**src/rtl/stopwatch_counter.sv**
```systemverilog
// MM:SS BCD stopwatch counting synchronized rising edges of an asynchronous tick.
// Latency: a tick_in rise before edge k updates the digits at edge k+SYNC_STAGES.
module stopwatch_counter #(
  parameter int SYNC_STAGES = 2
) (
  input  logic       clk_in,
  input  logic       rst,
  input  logic       tick_in,
  input  logic       start,
  input  logic       stop,
  input  logic       clear,
  output logic [3:0] sec_ones,
  output logic [2:0] sec_tens,
  output logic [3:0] min_ones,
  output logic [2:0] min_tens,
  output logic       running,
  output logic       wrap
);

  typedef enum logic [1:0] {
    IDLE  = 2'd0,
    RUN   = 2'd1,
    PAUSE = 2'd2
  } state_t;

  state_t                 state_q, state_d;
  logic [SYNC_STAGES-1:0] sync_q;
  logic                   hist_q;
  logic                   tick_edge;

  logic [3:0] sec_ones_q, sec_ones_d;
  logic [2:0] sec_tens_q, sec_tens_d;
  logic [3:0] min_ones_q, min_ones_d;
  logic [2:0] min_tens_q, min_tens_d;
  logic       running_q, running_d;
  logic       wrap_q, wrap_d;

  always_ff @(posedge clk_in or posedge rst) begin
    if (rst) begin
      sync_q <= '0;
      hist_q <= 1'b0;
    end else begin
      sync_q <= {sync_q[SYNC_STAGES-2:0], tick_in};
      hist_q <= sync_q[SYNC_STAGES-1];
    end
  end

  assign tick_edge = sync_q[SYNC_STAGES-1] & ~hist_q;

  // clear beats everything; stop only acts in RUN, start only outside RUN
  always_comb begin
    state_d = state_q;
    if (clear) begin
      state_d = IDLE;
    end else begin
      case (state_q)
        IDLE:    if (start) state_d = RUN;
        RUN:     if (stop)  state_d = PAUSE;
        PAUSE:   if (start) state_d = RUN;
        default: state_d = IDLE;
      endcase
    end
    running_d = (state_d == RUN);
  end

  always_comb begin
    sec_ones_d = sec_ones_q;
    sec_tens_d = sec_tens_q;
    min_ones_d = min_ones_q;
    min_tens_d = min_tens_q;
    wrap_d     = 1'b0;
    if (clear) begin
      sec_ones_d = 4'd0;
      sec_tens_d = 3'd0;
      min_ones_d = 4'd0;
      min_tens_d = 3'd0;
    end else if (tick_edge && (state_q == RUN)) begin
      if (sec_ones_q < 4'd9) begin
        sec_ones_d = sec_ones_q + 4'd1;
      end else begin
        sec_ones_d = 4'd0;
        if (sec_tens_q < 3'd5) begin
          sec_tens_d = sec_tens_q + 3'd1;
        end else begin
          sec_tens_d = 3'd0;
          if (min_ones_q < 4'd9) begin
            min_ones_d = min_ones_q + 4'd1;
          end else begin
            min_ones_d = 4'd0;
            if (min_tens_q < 3'd5) begin
              min_tens_d = min_tens_q + 3'd1;
            end else begin
              min_tens_d = 3'd0;
              wrap_d     = 1'b1;
            end
          end
        end
      end
    end
  end

  always_ff @(posedge clk_in or posedge rst) begin
    if (rst) begin
      state_q    <= IDLE;
      sec_ones_q <= 4'd0;
      sec_tens_q <= 3'd0;
      min_ones_q <= 4'd0;
      min_tens_q <= 3'd0;
      running_q  <= 1'b0;
      wrap_q     <= 1'b0;
    end else begin
      state_q    <= state_d;
      sec_ones_q <= sec_ones_d;
      sec_tens_q <= sec_tens_d;
      min_ones_q <= min_ones_d;
      min_tens_q <= min_tens_d;
      running_q  <= running_d;
      wrap_q     <= wrap_d;
    end
  end

  assign sec_ones = sec_ones_q;
  assign sec_tens = sec_tens_q;
  assign min_ones = min_ones_q;
  assign min_tens = min_tens_q;
  assign running  = running_q;
  assign wrap     = wrap_q;

endmodule

```
**config.mk**
```make
export PLATFORM = sky130hd
export DESIGN_NAME = stopwatch_counter
export DESIGN_NICKNAME = d
export VERILOG_FILES = /design/src/rtl/stopwatch_counter.sv
export SDC_FILE = /design/constraint.sdc
export NUM_CORES = 1
export LEC_CHECK = 0
export ABC_AREA = 0
export CAP_MARGIN = 30
export CORE_AREA = 2 2 53 55
export DETAILED_ROUTE_END_ITERATION = 16
export DIE_AREA = 0 0 55 57
export HOLD_SLACK_MARGIN = 0.08
export PLACE_DENSITY = 0.71
export SLEW_MARGIN = 30
export SYNTH_ARGS = -nofsm -noshare
export SYNTH_HDL_FRONTEND = slang
export SYNTH_SLANG_ARGS = --single-unit
```
**constraint.sdc**
```tcl
create_clock -name clk_in -period 1.6 [get_ports clk_in]
set_input_delay 0.48 -clock clk_in [delete_from_list [all_inputs] [get_ports clk_in]]
set_output_delay 0.48 -clock clk_in [all_outputs]
set_load 0.05 [all_outputs]
```
==> results by group, run 1 <==
Critical path
  • Critical Path Source: state_q[1]$_DFF_PP0_
  • R2r endpoint: min_tens[0]$_DFFE_PP0P_
  • Reg2reg setup slack: -0.01 ns
  • FF-to-FF path depth: 6
  • CP Capture Type: register
  • Worst EP required: 1.80 ns
  • Crit start category: register
  • CP Max Fanout: 5
  • Crit path to: min_tens[0]$_DFFE_PP0P_
  • Critical setup path kind: register to register
  • R2R Path Start: state_q[1]$_DFF_PP0_
  • Crit path DAT: 1.81 ns

Outcome
  • Status: complete, but fails checks
  • Failing checks: setup timing

STA
  • RSZ-0062 raised after global routing: true
  • Worst hold slack: 0.362 ns
  • Final Slew Violations: 0
  • Final Hold Vio Count: 0
  • # setup viols final: 1
  • Slew headroom: 75.8%
  • F_max: 620 MHz
  • Fin crit share: 101%
  • Worst-Margin Slew: 0.362 ns
  • Final Skew: 0.00466 ns
  • Min setup slack post-route: -0.0118 ns
  • Period minus WS final: 1.61 ns

Logic synthesis
  • Mapped cell area: 1090 um2
  • Syn Inst Count: 109
  • Top cells by area in the synthesized netlist: dfrtp_1, a21oi_1, ha_1
  • Mapped Avg Cell Area: 9.98 um2
  • Ys async rst share: 100%
  • Synth Area in Simple Gates: 23.4%
  • Yosys cell types: 35
  • Mux share of post-synthesis cell area: 0.921%
  • Synth Area in Compound Gates: 16.6%
  • Syn nets: 121
  • Adder-cell area share of the yosys netlist: 6.90%
  • Synth Area in XOR/XNOR: 0%
  • Most frequent cells after synthesis: dfrtp_1, a21oi_1, nand2_1, o21ai_0, nor2_1
  • Post-synth EDFFs: 0
  • Register bit total from synthesis: 21
  • Largest family of logic cells by synthesized area: simple AND/OR/NAND/NOR gates
  • Yosys Warn Count: 0
  • Count leader, synth: dfrtp_1
  • Sequential fraction of the synthesis area: 48.3%
  • Largest area contributor in the netlist: dfrtp_1
  • Post-synth top area share: 48.3%
  • Top FF cell, synth: dfrtp_1

Job
  • Max-cap violations: 0

Clock network
  • Insertion delay to the later sink of the worst-skew pair: 0.31 ns
  • Clock sink count: 21
  • CTS Hold Bufs: 0
  • H-tree depth: 1
  • Worst-path clk slew: 0.12 ns
  • TritonCTS clock tree: done
  • Total CTS buffers: 3
  • Clock Tree Buf Depth: 2
  • Clock root buffer: clkbuf_4

Route
  • Vias post-DR: 967
  • DRT iter0 DRCs: 18
  • DRC viols: 0
  • Drt wl/cell: 14.4 um
  • Drt pass-1 iters: 4
  • Antenna-violating nets left: 0
  • Post-Route WL: 2600 um
  • Vias per inst: 5.34

GRT
  • Grt total ovfl: 0
  • Met1 usage: 25.3%
  • Gr busiest metal: met2
  • Number of antenna violations at the first check in global routing: 0
  • Vias in the first global route: 923
  • Met3 Usage GRT: 3.66%
  • Largest net degree at the start of global routing: 22
  • Grt met2 use: 29.1%
  • First-pass GRT wire length: 4260 um
  • Total track usage: 18.2%

Worst hold path
  • Hold WC Path Type: register to register
  • Hold Startpoint: sync_q[0]$_DFF_PP0_

Floorplan
  • Num rows: 19
  • Die Height: 57 um
  • Area of the die: 3140 um2
  • Io pins: 22
  • Die X: 55 um
  • CORE AREA: 2620 um2
  • Initial Utilization: 41.6%

Power and ir drop
  • Leakage: 0.695 nW
  • Pwr/cell area: 547 nW/um2
  • Worst VDD drop: 475 uV

Final layout
  • Nets: 163
  • FILL cells: 213
  • Synth-to-Final Area Change: 56.6%
  • Share of layout cells above drive strength 1: 41.3%
  • Fin util: 65.1%
  • N_diodes: 0

Placed design
  • Buffers on Ports: 21
  • GP Congestion: 0.803
  • HPWL Detailed: 1770 um
==> worst min-delay path by stage <==
stage          slack, ns             endpoint  depth (start not counted)
2_1_floorplan       0.33  sync_q[1]$_DFF_PP0_                          0
3_3_place_gp        0.33  sync_q[1]$_DFF_PP0_                          0
3_5_place_dp        0.33  sync_q[1]$_DFF_PP0_                          0
4_1_cts             0.36  sync_q[1]$_DFF_PP0_                          0
5_1_grt             0.39  sync_q[1]$_DFF_PP0_                          0
6_report            0.36  sync_q[1]$_DFF_PP0_                          0
==> stage by stage <==
stage | TNS, ns | power (mW) | instance area (um2) | setup WS (ns) | instances
6_report | -0.0118 | 0.932 | 1700 | -0.0118 | 181
2_1_floorplan | -0.171 | 0.624 | 1120 | -0.171 | 109
3_3_place_gp | 0 | 0.679 | 1620 | 0.0451 | 172
3_5_place_dp | 0 | 0.681 | 1620 | 0.00658 | 172
5_1_grt | -0.182 | 0.970 | 1700 | -0.0651 | 181
4_1_cts | 0 | 0.940 | 1670 | 0.0000985 | 180
==> metal layers <==
metal | wire [um] | vias to the layer above
li1 | - | 477
met1 | 1100 | 468
met2 | 1380 | 20
met3 | 96 | 2
met4 | 19 | 0
met5 | 0 | -
==> critical path: stages (launching register included) <==
cell and delay (ns):
dfrtp_1 0.40, and4bb_4 0.38, nand3_4 0.08, buf_4 0.17, buf_4 0.14, o21ai_0 0.24, a21oi_2 0.09
==> flip-flops by register name (all words and copies together), names as in the netlist <==
register,flops
min_tens,3
sec_tens,3
wrap,1
sync_q,2
running,1
sec_ones,4
hist_q,1
min_ones,4
state_q,2
==> power breakdown <==
group | internal, mW | switching [mW] | leakage, nW
clock network | 0.0933 | 0.167 | 0.0177
registers | 0.543 | 0.0103 | 0.270
logic | 0.0565 | 0.0629 | 0.407
total | 0.692 | 0.240 | 0.695
==> layout make-up <==
class | instances | area (um2) | area share, %
clock buffers | 3 | 22.5 | 1.32
well taps | 31 | 38.8 | 2.28
inverters | 6 | 22.5 | 1.32
repair buffers | 40 | 513 | 30.1
clock inverters | 1 | 5.00 | 0.294
flip-flops and latches | 21 | 536 | 31.4
multi-input cells | 79 | 566 | 33.2
==> repair_timing <==
item                       CTS  global route
setup endpoints to repair    1             7
buffers inserted             4             1
gates resized for setup      0             4
pin swaps                    3             3
==> cells by family after synthesis <==
family                   Yosys count
multiplexers                       1
flip-flops                        21
AND/OR/NAND/NOR                   41
AO/OA/AOI/OAI                     31
buffers and inverters              9
adder cells (fa/ha/maj)            6
==> cell usage in the layout, fill, tap and decap left out, types with 4 or more instances in the layout <==
master and n:
nand2_1 9, ha_1 4, nor2_1 7, dfrtp_1 13, dfrtp_2 8, inv_1 4, or3_1 4, a21oi_1 14
buf_12 16, o21ai_0 8, clkdlybuf4s50_1 5, buf_4 19
(Power assumes the default switching activity.)
==> run 2, diff against run 1 <==
--- a/config.mk
+++ b/config.mk
@@ -6,8 +6,9 @@
 export NUM_CORES = 1
 export LEC_CHECK = 0
 export ABC_AREA = 0
-export CAP_MARGIN = 30
+export CAP_MARGIN = 20
 export CORE_AREA = 2 2 53 55
+export CTS_CLUSTER_DIAMETER = 150
 export DETAILED_ROUTE_END_ITERATION = 16
 export DIE_AREA = 0 0 55 57
 export HOLD_SLACK_MARGIN = 0.08
==> results of run 2 <==
Same layout as run 1: the final DEF is identical, and so are final timing and power.
==> RTL edit 1: new RTL, config.mk and constraints of run 2 <==
Register the output `sec_ones` once more, cleared by the reset; this adds one clock of latency there. The other outputs are not delayed to match.
--- a/src/rtl/stopwatch_counter.sv
+++ b/src/rtl/stopwatch_counter.sv
@@ -121,3 +121,9 @@
 
-  assign sec_ones = sec_ones_q;
+  always_ff @(posedge clk_in or posedge rst) begin
+    if (rst) begin
+      sec_ones <= '0;
+    end else begin
+      sec_ones <= sec_ones_q;
+    end
+  end
   assign sec_tens = sec_tens_q;
Function: changed (Yosys sat finds a counterexample within 4 cycles, from zero or initial values and one cycle with rst high).
==> RTL edit 1 against run 2 <==
- synthesized cell count rose by 0.92%
- power rose by 13%
- worst setup slack improved by 29 ps
- cell area fell by 0.15%
- maximum frequency rose by 1.9%
- sequential cell count rose by 4
- area after synthesis rose by 7.0%
- wire length fell by 6.5%
- critical path type unchanged
- largest power group unchanged
==> RTL edit 1: results <==
metrics = {
    "setup_path": {
        "rrSetupSlack_ps": 20,
        "crit_start": "hist_q",
        "r2r.worst_path.cells": 4,
        "rr_startpoint": "hist_q",
        "crit_arrival_ps": 1830,
        "r2r_end": "min_ones[2]",
    },
    "placement": {
        "gp_congestion": 0.727,
        "dp_hpwl_um": 1820,
        "placed_cells": 167,
    },
    "global_routing": {
        "grt_pass1_wl_um": 4080,
        "grt_max_degree": 26,
        "grt_pass1_vias": 993,
        "track_usage": 0.176,
    },
    "synth": {
        "ys_top_cells_by_count": "dfrtp_1, a21oi_1, nor2_1",
        "ys_seq_area_frac": 0.538,
        "ys_types": 34,
        "synth_area_per_cell_sq_um": 10.6,
        "syn-num-nets": 122,
        "netlist_top_cells_area": "dfrtp_1, ha_1, a21oi_1",
    },
    "routing": {
        "drt_iter0_markers": 10,
        "postRouteWirelength_um": 2430,
        "num_vias": 953,
        "via_per_inst": 5.48,
    },
    "power_and_ir_drop": {
        "peakVddDrop_mv": 0.532,
    },
    "finish": {
        "nets": 156,
        "layout-drive-gt1-share": 0.301,
    },
    "sta": {
        "worst_slew_pin_slew_ps": 319,
        "fin_skew_ps": 5.74,
    },
    "outcome": {
        "outcome": "finished, final reports clean",
    },
}
## RTL edit 1: worst min-delay path by stage
stage / cells past startpoint / endpoint / slack [ps]
finish: 0 / sync_q[1] / 370
floorplan: 0 / sync_q[1] / 330
global route: 0 / sync_q[1] / 380
detailed placement: 0 / sync_q[1] / 340
CTS: 0 / sync_q[1] / 370
global placement: 0 / sync_q[1] / 340
## RTL edit 1: power by group
part / internal [uW] / switching (uW)
Sequential: 644 / 12.6
Clock: 93.4 / 188
Combinational: 57.4 / 61.6
## RTL edit 1: what timing repair did
action,in CTS,in global routing
pin swaps,0,2
buffers inserted,2,1
endpoints found under the setup margin,4,5
gates resized for setup,1,5
## RTL edit 1: area by class of cell
type                    count  area (sq um)
clock buffers               3          22.5
clock inverters             1          5.00
fillers                   218           915
inverters                   6          22.5
multi-input cells          76           528
flip-flops and latches     25           631
well taps                  31          38.8
repair buffers             32           453
## RTL edit 1: cells by family (layout without fill, tap and decap cells)
group / count (synthesis) / in the layout / synth area share
buf+inv: 9 / 42 / 0.0301
fa+ha+maj: 6 / 6 / 0.0645
flops: 25 / 25 / 0.538
simple gates: 42 / 42 / 0.223
compound gates: 26 / 26 / 0.128
mux: 2 / 2 / 0.0172
## RTL edit 1: critical path, cell delays in order (launching register included)
cell	delay [ps]
dfrtp_1	410
and4bb_4	400
nand4_4	100
or4b_1	470
a31oi_1	130
## RTL edit 1: routing by layer
| metal | wire length [um] | share of wire | up-vias | track usage |
|---|---|---|---|---|
| li1 | - | - | 459 | - |
| met1 | 1040 | 0.43 | 474 | 0.216 |
| met2 | 1300 | 0.53 | 16 | 0.294 |
| met3 | 58 | 0.024 | 4 | 0.0314 |
| met4 | 32 | 0.013 | 0 | 0.0767 |
| met5 | 0 | 0 | - | 0 |
## RTL edit 1: through the flow
| step | area [sq um] | worst slack, ps | setup TNS, ps |
|---|---|---|---|
| 6_report | 1700 | 17.7 | 0 |
| 5_1_grt | 1700 | -49.2 | -94.8 |
| 4_1_cts | 1670 | 8.24 | 0 |
| 3_5_place_dp | 1630 | -10.3 | -10.3 |
| 3_3_place_gp | 1630 | 42.2 | 0 |
| 2_1_floorplan | 1170 | -8.81 | -8.81 |
==> RTL edit 2: new RTL, flow settings as in run 2 <==
Made on the original files. `SYNC_STAGES`: 2 -> 4.
--- a/src/rtl/stopwatch_counter.sv
+++ b/src/rtl/stopwatch_counter.sv
@@ -3,3 +3,3 @@
 module stopwatch_counter #(
-  parameter int SYNC_STAGES = 2
+  parameter int SYNC_STAGES = 4
 ) (
Function: changed (a bounded check fails within 4 cycles, from zero or initial values and one cycle with rst high).
==> RTL edit 2 against run 2 <==
- maximum frequency increased by 5.1%
- area after synthesis grew 2.2%
- non-clock buffer count decreased by 15
- power increased by 5.1%
- worst setup slack improved by 78 ps
- wire length down 16%
- sequential cell count rose by 2
- cell area shrank 6.5%
- cell count down 8.8%
- critical endpoint is now min_tens[2]
- largest power group unchanged
==> RTL edit 2: results <==
metrics = {
    "sta": {
        "max_slew_margin": 0.805,
        "whs_ps": 361,
        "fin_crit_ps": 1530,
        "fin_skew_ps": 5.13,
    },
    "setup_path": {
        "crit_arrival_ps": 1750,
        "rrSetupSlack_ps": 70,
        "cp_max_fo": 7,
        "start_kind": "flip-flop",
    },
    "synth": {
        "ys_types": 33,
        "syn-num-nets": 120,
        "ys_top_cells_by_count": "dfrtp_1, a21oi_1, nor2_1",
        "synthMuxAreaShare": 0.0180,
        "ys_seq_area_frac": 0.518,
        "synth_compound_area_frac": 0.144,
        "netlist_top_cells_area": "dfrtp_1, ha_1, a21oi_1",
        "synth_fa_ha_area_frac": 0.0676,
    },
    "placement": {
        "gp_congestion": 0.771,
        "dp_hpwl_um": 1610,
        "preCtsSetupSlack_ps": 20.2,
    },
    "routing": {
        "postRouteWirelength_um": 2180,
        "via_per_inst": 5.50,
        "drt_first_pass_iters": 4,
        "drt_iter0_markers": 6,
    },
    "global_routing": {
        "track_usage": 0.164,
        "grt_pass1_wl_um": 3860,
        "grt_pass1_vias": 910,
        "grt_max_degree": 24,
    },
    "cts": {
        "clockBufferDepth": 2,
        "cts_setup_buffers": 0,
        "cts-buffers-inserted": 3,
    },
    "power_and_ir_drop": {
        "p_leak_uw": 0.000659,
        "peakVddDrop_mv": 0.604,
        "p_sw_frac": 0.237,
    },
    "finish": {
        "layout-drive-gt1-share": 0.269,
        "nets": 147,
    },
    "outcome": {
        "outcome": "finished, final reports clean",
    },
    "hold_path": {
        "min_from": "sync_q[1]",
    },
}
## RTL edit 2: kinds of logic after synthesis
family / count (synthesis)
simple gates: 41
flops: 23
fa+ha+maj: 6
buf+inv: 9
mux: 2
compound gates: 27
## RTL edit 2: power by group through the flow
stage / combinational (uW) / sequential, uW / clock [uW]
2_1_floorplan: 43.6 / 634 / 0
3_3_place_gp: 113 / 619 / 0
3_5_place_dp: 115 / 620 / 0
4_1_cts: 115 / 609 / 263
5_1_grt: 124 / 611 / 285
6_report: 114 / 609 / 257
## RTL edit 2: stage by stage
stage / instance area (sq um) / instances / utilization
after floorplan: 1130 / 108 / -
after global placement: 1560 / 161 / 0.597
after detailed placement: 1560 / 161 / 0.597
after CTS: 1590 / 165 / 0.608
after global routing: 1590 / 165 / 0.609
final: 1590 / 165 / 0.609
## RTL edit 2: layout make-up
cell class	count	area, sq um
sequential	23	581
timing repair buffer	25	413
tap	31	38.8
inverter	6	22.5
multi-input combinational	76	512
clock buffer	4	26.3
fill	208	1020
## RTL edit 2: path summary, 6_finish.rpt
check / endpoint / cells past startpoint
setup reg to reg: min_tens[2] / 4
min in group asynchronous: min_ones[2] / 3
max in group asynchronous: sec_ones[0] / 3
setup / recovery: min_tens[2] / 4
hold reg to reg: sync_q[2] / 0
hold / removal: sync_q[2] / 0
## RTL edit 2: worst max-delay path: stages (launching register included)
cell and delay [ps]:
dfrtp_1 420, and4bb_4 360, and4_2 340, a31oi_1 140, a311oi_2 200
## RTL edit 2: routing by layer
metal | GRT usage | part of all wire | up-vias | wire length [um]
li1 | - | - | 438 | -
met1 | 0.212 | 0.44 | 454 | 964
met2 | 0.269 | 0.51 | 12 | 1120
met3 | 0.0314 | 0.027 | 4 | 59
met4 | 0.0592 | 0.015 | 0 | 33
met5 | 0 | 0 | - | 0
## RTL edit 2: timing repair
item / 4_1_cts / 5_1_grt
gates cloned: 0 / 0
resized for setup: 1 / 2
setup endpoints to repair: 1 / 4
